## config.mk

```make
export PLATFORM = sky130hd
export DESIGN_NAME = data_rx
export DESIGN_NICKNAME = d
export VERILOG_FILES = /design/src/rtl/data_rx.sv
export SDC_FILE = /design/constraint.sdc
export NUM_CORES = 1
export LEC_CHECK = 0
export CORE_ASPECT_RATIO = 1.2
export CORE_MARGIN = 1
export CORE_UTILIZATION = 65
export CTS_BUF_LIST = sky130_fd_sc_hd__clkbuf_4 sky130_fd_sc_hd__clkbuf_8
export DETAILED_ROUTE_END_ITERATION = 7
export MAX_ROUTING_LAYER = met4
export PLACE_DENSITY_LB_ADDON = 0.12
export SYNTH_ARGS = -nofsm -noshare
export SYNTH_HDL_FRONTEND = slang
export SYNTH_SLANG_ARGS = --single-unit
```

## constraint.sdc

```tcl
create_clock -name clk_400MHz -period 4.9 [get_ports clk_400MHz]
set_input_delay 0.49 -clock clk_400MHz [delete_from_list [all_inputs] [get_ports clk_400MHz]]
set_output_delay 0.49 -clock clk_400MHz [all_outputs]
set_load 0.005 [all_outputs]
```

## src/rtl/data_rx.sv

```systemverilog
// Serial-to-parallel byte receiver: hunts for SYNC_BYTE, then emits one aligned byte every 8 bit clocks.
// Optional lock-loss statistics counter enabled by defining DATA_RX_STATS_EN.
module data_rx #(
  parameter logic [7:0]  SYNC_BYTE    = 8'hBC,
  parameter int unsigned SYNC_TIMEOUT = 16
) (
  input  logic       clk_400MHz,
  input  logic       reset,
  input  logic       data_in,
  output logic [7:0] data_out,
  output logic       data_valid,
  output logic       is_sync,
  output logic       locked
`ifdef DATA_RX_STATS_EN
  ,
  output logic [7:0] lock_loss_cnt
`endif
);

  typedef enum logic {HUNT = 1'b0, LOCKED = 1'b1} state_t;

  localparam logic [15:0] TIMEOUT_W  = 16'(SYNC_TIMEOUT);
  localparam bit          TIMEOUT_EN = (SYNC_TIMEOUT != 0);

  state_t      state_q, state_d;
  logic [7:0]  sr_q, sr_d;
  logic [2:0]  bit_cnt_q, bit_cnt_d;
  logic [15:0] since_q, since_d;
  logic [15:0] since_inc;
  logic [7:0]  data_out_q, data_out_d;
  logic        valid_q, valid_d;
  logic        is_sync_q, is_sync_d;
  logic        locked_q, locked_d;
  logic        timeout_evt;
  logic [7:0]  w;

  always_comb begin
    w           = {sr_q[6:0], data_in};
    sr_d        = w;
    state_d     = state_q;
    bit_cnt_d   = bit_cnt_q;
    since_d     = since_q;
    data_out_d  = data_out_q;
    valid_d     = 1'b0;
    is_sync_d   = is_sync_q;
    locked_d    = locked_q;
    timeout_evt = 1'b0;
    since_inc   = (since_q == 16'hFFFF) ? since_q : since_q + 16'd1;

    case (state_q)
      HUNT: begin
        if (w == SYNC_BYTE) begin
          state_d    = LOCKED;
          bit_cnt_d  = 3'd0;
          since_d    = 16'd0;
          data_out_d = w;
          valid_d    = 1'b1;
          is_sync_d  = 1'b1;
          locked_d   = 1'b1;
        end
      end
      LOCKED: begin
        bit_cnt_d = bit_cnt_q + 3'd1;
        // Only the byte boundary is examined; off-boundary sync patterns never realign.
        if (bit_cnt_q == 3'd7) begin
          data_out_d = w;
          valid_d    = 1'b1;
          is_sync_d  = (w == SYNC_BYTE);
          if (w == SYNC_BYTE) begin
            since_d = 16'd0;
          end else begin
            since_d = since_inc;
            if (TIMEOUT_EN && (since_inc == TIMEOUT_W)) begin
              timeout_evt = 1'b1;
              state_d     = HUNT;
              locked_d    = 1'b0;
              bit_cnt_d   = 3'd0;
              since_d     = 16'd0;
            end
          end
        end
      end
      default: state_d = HUNT;
    endcase
  end

  always_ff @(posedge clk_400MHz) begin
    if (reset) begin
      state_q    <= HUNT;
      sr_q       <= 8'h00;
      bit_cnt_q  <= 3'd0;
      since_q    <= 16'd0;
      data_out_q <= 8'h00;
      valid_q    <= 1'b0;
      is_sync_q  <= 1'b0;
      locked_q   <= 1'b0;
    end else begin
      state_q    <= state_d;
      sr_q       <= sr_d;
      bit_cnt_q  <= bit_cnt_d;
      since_q    <= since_d;
      data_out_q <= data_out_d;
      valid_q    <= valid_d;
      is_sync_q  <= is_sync_d;
      locked_q   <= locked_d;
    end
  end

  assign data_out   = data_out_q;
  assign data_valid = valid_q;
  assign is_sync    = is_sync_q;
  assign locked     = locked_q;

`ifdef DATA_RX_STATS_EN
  logic [7:0] loss_q, loss_d;

  always_comb begin
    loss_d = loss_q;
    if (timeout_evt && (loss_q != 8'hFF)) loss_d = loss_q + 8'd1;
  end

  always_ff @(posedge clk_400MHz) begin
    if (reset) loss_q <= 8'h00;
    else       loss_q <= loss_d;
  end

  assign lock_loss_cnt = loss_q;
`else
  logic unused_timeout_evt;
  assign unused_timeout_evt = timeout_evt;
`endif

endmodule

```

## Word-level counts from Yosys, hierarchy flattened

Cells that the tools add are included.

- Register bits after elaboration: 38
- Logic and storage cells: 49

- Bitwise operators: 1
- Add/sub/neg operators: 2
- Equality and inequality tests: 8
- Muxes and demuxes: 28
- Reductions and logical operators: 2

Operator list:

| cell | count |
|---|---|
| 2-to-1 mux 16 bit | 5 |
| one-hot mux 16 bit (2 select lines) | 1 |
| adder 16 x 1 -> 16 bit (second input constant) | 1 |
| equality test 16 bit (second input constant) | 1 |
| equality test 16 x 5 -> 1 bit (second input constant) | 1 |
| 2-to-1 mux 8 bit | 2 |
| one-hot mux 8 bit (2 select lines) | 1 |
| 2-to-1 mux 3 bit | 4 |
| 2-to-1 mux 1 bit | 10 |
| equality test 8 bit (second input constant) | 1 |
| one-hot mux 1 bit (2 select lines) | 4 |
| one-hot mux 3 bit (2 select lines) | 1 |
| inequality test 2 x 1 -> 1 bit (second input constant) | 2 |
| inequality test 2 bit (second input constant) | 2 |
| AND reduction 4 bit | 1 |
| adder 3 x 1 -> 3 bit (second input constant) | 1 |
| equality test 3 bit (second input constant) | 1 |
| AND reduction 2 bit | 1 |
| NOT 1 bit | 1 |

## Logic depth before layout (Yosys ltp)

- Word-level depth: 7
- Depth in mapped cells: 10
- Depth with buffers taken out: 8

## Least setup slack after synthesis

OpenSTA, ideal clock, no wires.

- Path kind: register -> register
- Start point: reg since_q[1]
- End point: reg since_q[6]
- Setup slack: 2.570 ns
- Period minus slack after synthesis: 2.330 ns
- Buffers on the path: 1
- Data required time: 4.778 ns
- Library setup time: 0.122 ns
- Arrival: 2.207 ns
- Stages on the path, launching flop included: 10
- Cell sequence: dfxtp_1 > ha_1 > nand4_2 > nor3_2 > nand3_1 > a222oi_1 > nand3_2 > buf_6 > a22oi_1 > o21ai_1

- Cells in the longest elaborated chain, start to end: 7
- Elaborated cells on any way between the ends: 8
- Classes of those cells: 1 x add/sub; 2 x eq/ne; 5 x mux

RTL lines:

| item | RTL line | RTL |
|---|---|---|
| from (decl) | 28 | `logic [15:0] since_q, since_d;` |
| from (signal assigned) | 101 | `since_q <= since_d;` |
| adder 16 x 1 -> 16 bit / equality test 16 bit (equally long branches) | 48 | `since_inc = (since_q == 16'hFFFF) ? since_q : since_q + 16'd1;` |
| 2-to-1 mux 16 bit * | 48 |  |
| equality test 16 x 5 -> 1 bit | 73 | `if (TIMEOUT_EN && (since_inc == TIMEOUT_W)) begin` |
| 2-to-1 mux 16 bit * | 73 |  |
| 2-to-1 mux 16 bit * | 69 | `if (w == SYNC_BYTE) begin` |
| 2-to-1 mux 16 bit * | 65 | `if (bit_cnt_q == 3'd7) begin` |
| one-hot mux 16 bit (2 select lines) * | 50 | `case (state_q)` |

Mark *: on every way between the ends. The rest lies on a longest branch, timed or not. The select of a mux whose other input is x is not followed.
A chain may end at the register's enable or synchronous reset.

## Worst setup path in the final report

- Start point: reg since_q[1]
- End point: reg since_q[4]

The elaborated chain is that of the path after synthesis.

==> results.cfg <==
[cts]
cts_tree = yes
cts_resized = 0
clock_latency_ns = 0.36
path_clk_slew_ns = 0.12
clockRootBuffer = clkbuf_4
clkSinkCount = 38
clk_path_buf_depth = 2
hold_buffers = 0
cts_buffers = 5
postCtsSetupBuffers = 0
h-tree-depth = 2

[synthesis]
synth.net_count = 250
async_flop_share_pct = 0
ys.flop_type = dfxtp_1
postSynthAreaPerCell_um2 = 7.99
synth_warnings = 0
synthTopCellsByArea = dfxtp_1, nand2_1, nor2_1
synth_area_um2 = 1950
netlist_instances = 244
synth-seq-cells = 38
synth_edf_count = 0
synth_top_cell_by_area = dfxtp_1
synth_top_area_share_pct = 39.0
synth_cell_type_count = 50
ys_seq_area_share_pct = 39.0

[detailed_routing]
wire_per_inst_um = 15.8
viasPerCell = 6.36
ant_nets = 0
drc_errors = 0
drt_first_pass_iters = 4
wl_mm = 4.51
via_count = 1814
drt_iter0_markers = 66

[critical_path]
required_ns = 5.14
end_kind = register
crit_arrival_ns = 3.18
crit_type = reg -> reg
startpoint_type = register
path_max_fanout = 15
regToRegSetupSlack_ns = 1.96

[grt]
grt_use_met1_pct = 35.7
grtUsageTotal_pct = 30.8
grt_pass1_vias = 1492
grt_start_max_net_pins = 34
antenna_found_initial = 0
grt_pass1_wl_mm = 6.95
busiest_layer = met2
use_met3_pct = 7.30
met2_usage_pct = 49.5
grt_overflow = 0

[timing]
tns_ns = 0
hold_ws_ns = 0.463
hold_violations = 0
rsz0062_at_grt = no
fin_crit_ns = 2.94
timing.fmax_mhz = 340
skew_ns = 0.0185
finalSetupViolations = 0
relSlewSlack_pct = 51.2
drv_slew = 0
worst_slew_pin_slew_ns = 0.731
period_share_pct = 60.0

[die]
ios = 14
fp.dieH_um = 62.0
die_w_um = 52.0
dieArea_um2 = 3220
fp-row-count = 21
initial_utilization_pct = 69.4
core-area_um2 = 2810

[hold_path]
hold_class = reg -> reg

[pwr]
p_leak_nw = 0.675
power_per_cell_area_nw_per_um2 = 233
irDropWorstVdd_uv = 202

[finish]
area_growth_pct = 7.89
drive_gt1_share_pct = 9.16
n_antenna_cell = 0
nets = 256
n_fill_cell = 205
final_cells = 285

[placed_design]
gp_congestion = 1.00
dp_hpwl_mm = 3.01
place_inst = 277
port_buffers = 13

[run]
drv_cap = 0

[run_status]
status = completed
## kinds of logic (layout without fill, tap and decap cells)
kind of cell             Yosys count  in the layout  synth area share (%)
flip-flops                        38             38                  39.0
XOR/XNOR                           1              1                 0.449
AND/OR/NAND/NOR                  133            133                  36.6
buffers and inverters             17             24                  4.94
multiplexers                       3              3                  1.60
AO/OA/AOI/OAI                     49             49                  15.5
adder cells (fa/ha/maj)            3              3                  1.92
## flip-flops by register name, summed over array words and instances (netlist names)
signal      flops
bit_cnt_q       3
data_out        8
data_valid      1
is_sync         1
locked          1
since_q        16
sr_q            7
state_q         1
## critical path, stage by stage, from the launching register on
cell and delay (ns):
dfxtp_1 0.47, ha_1 0.34, nand4_2 0.23, nor3_2 0.31
nand3_1 0.16, a222oi_1 0.52, nand3_2 0.36, a41oi_1 0.34
nor2_1 0.09
## layout by cell type (no fill, tap or decap), types with 3 or more instances in the layout
cell type / instances
nand2_1: 39
dfxtp_1: 38
nor2_1: 24
nand3_1: 16
a21oi_1: 16
clkdlybuf4s50_1: 13
nor2b_1: 10
o21ai_0: 10
nor3_1: 9
nand4_1: 6
a31oi_1: 6
clkbuf_4: 5
nor4_1: 4
or4_1: 3
or3b_2: 3
nand3_2: 3
ha_1: 3
## worst paths after layout
path / start / endpoint / cells after the start
setup / recovery: since_q[1] / since_q[4] / 8
hold reg to reg: data_out[4] / data_out[4] / 2
setup reg to reg: since_q[1] / since_q[4] / 8
hold / removal: data_out[4] / data_out[4] / 2
## metrics by stage
stage | utilization, % | total power, mW | area [um2] | setup WS, ns
6_report | 74.9 | 0.491 | 2100 | 1.96
3_5_place_dp | 72.8 | 0.329 | 2050 | 1.94
3_3_place_gp | 72.8 | 0.329 | 2050 | 1.96
5_1_grt | 74.9 | 0.509 | 2100 | 1.74
4_1_cts | 74.9 | 0.492 | 2100 | 2.03
2_1_floorplan | - | 0.324 | 1950 | 2.57
## synthesized netlist by cell type (2+ instances only)
cell,count
buf_2,2
nand2_1,39
and4_1,2
nor3_1,9
a21oi_1,16
o21ai_0,10
nor4_1,4
clkbuf_1,8
o31ai_1,2
a41oi_1,2
ha_1,3
buf_4,4
nand3_2,3
buf_6,2
dfxtp_1,38
nor2_1,24
nor2b_1,10
o311ai_1,2
a32oi_1,2
nand3_1,16
o211ai_1,2
nand4_1,6
or3b_2,3
mux2i_1,2
a31oi_1,6
or4_1,3
## routing by layer
metal | vias to the layer above | wire, um
li1 | 899 | -
met4 | 0 | 117
met2 | 75 | 2240
met3 | 16 | 335
met5 | - | 0
met1 | 824 | 1820
## report_power, final
group	switching (mW)	internal [mW]	total, mW
Combinational	0.00699	0.00412	0.0111
Clock	0.113	0.0558	0.169
Sequential	0.000926	0.310	0.311
Total	0.121	0.370	0.491
## area by class of cell
type	instances	area, um2	share of cell area (%)
clock inverter	3	21.3	1.01
sequential	38	761	36.1
tap	34	42.5	2.02
timing repair buffer	15	145	6.90
inverter	1	3.75	0.178
multi-input combinational	189	1090	52.0
clock buffer	5	37.5	1.78
No activity file was read; power rests on OpenSTA's default activity.
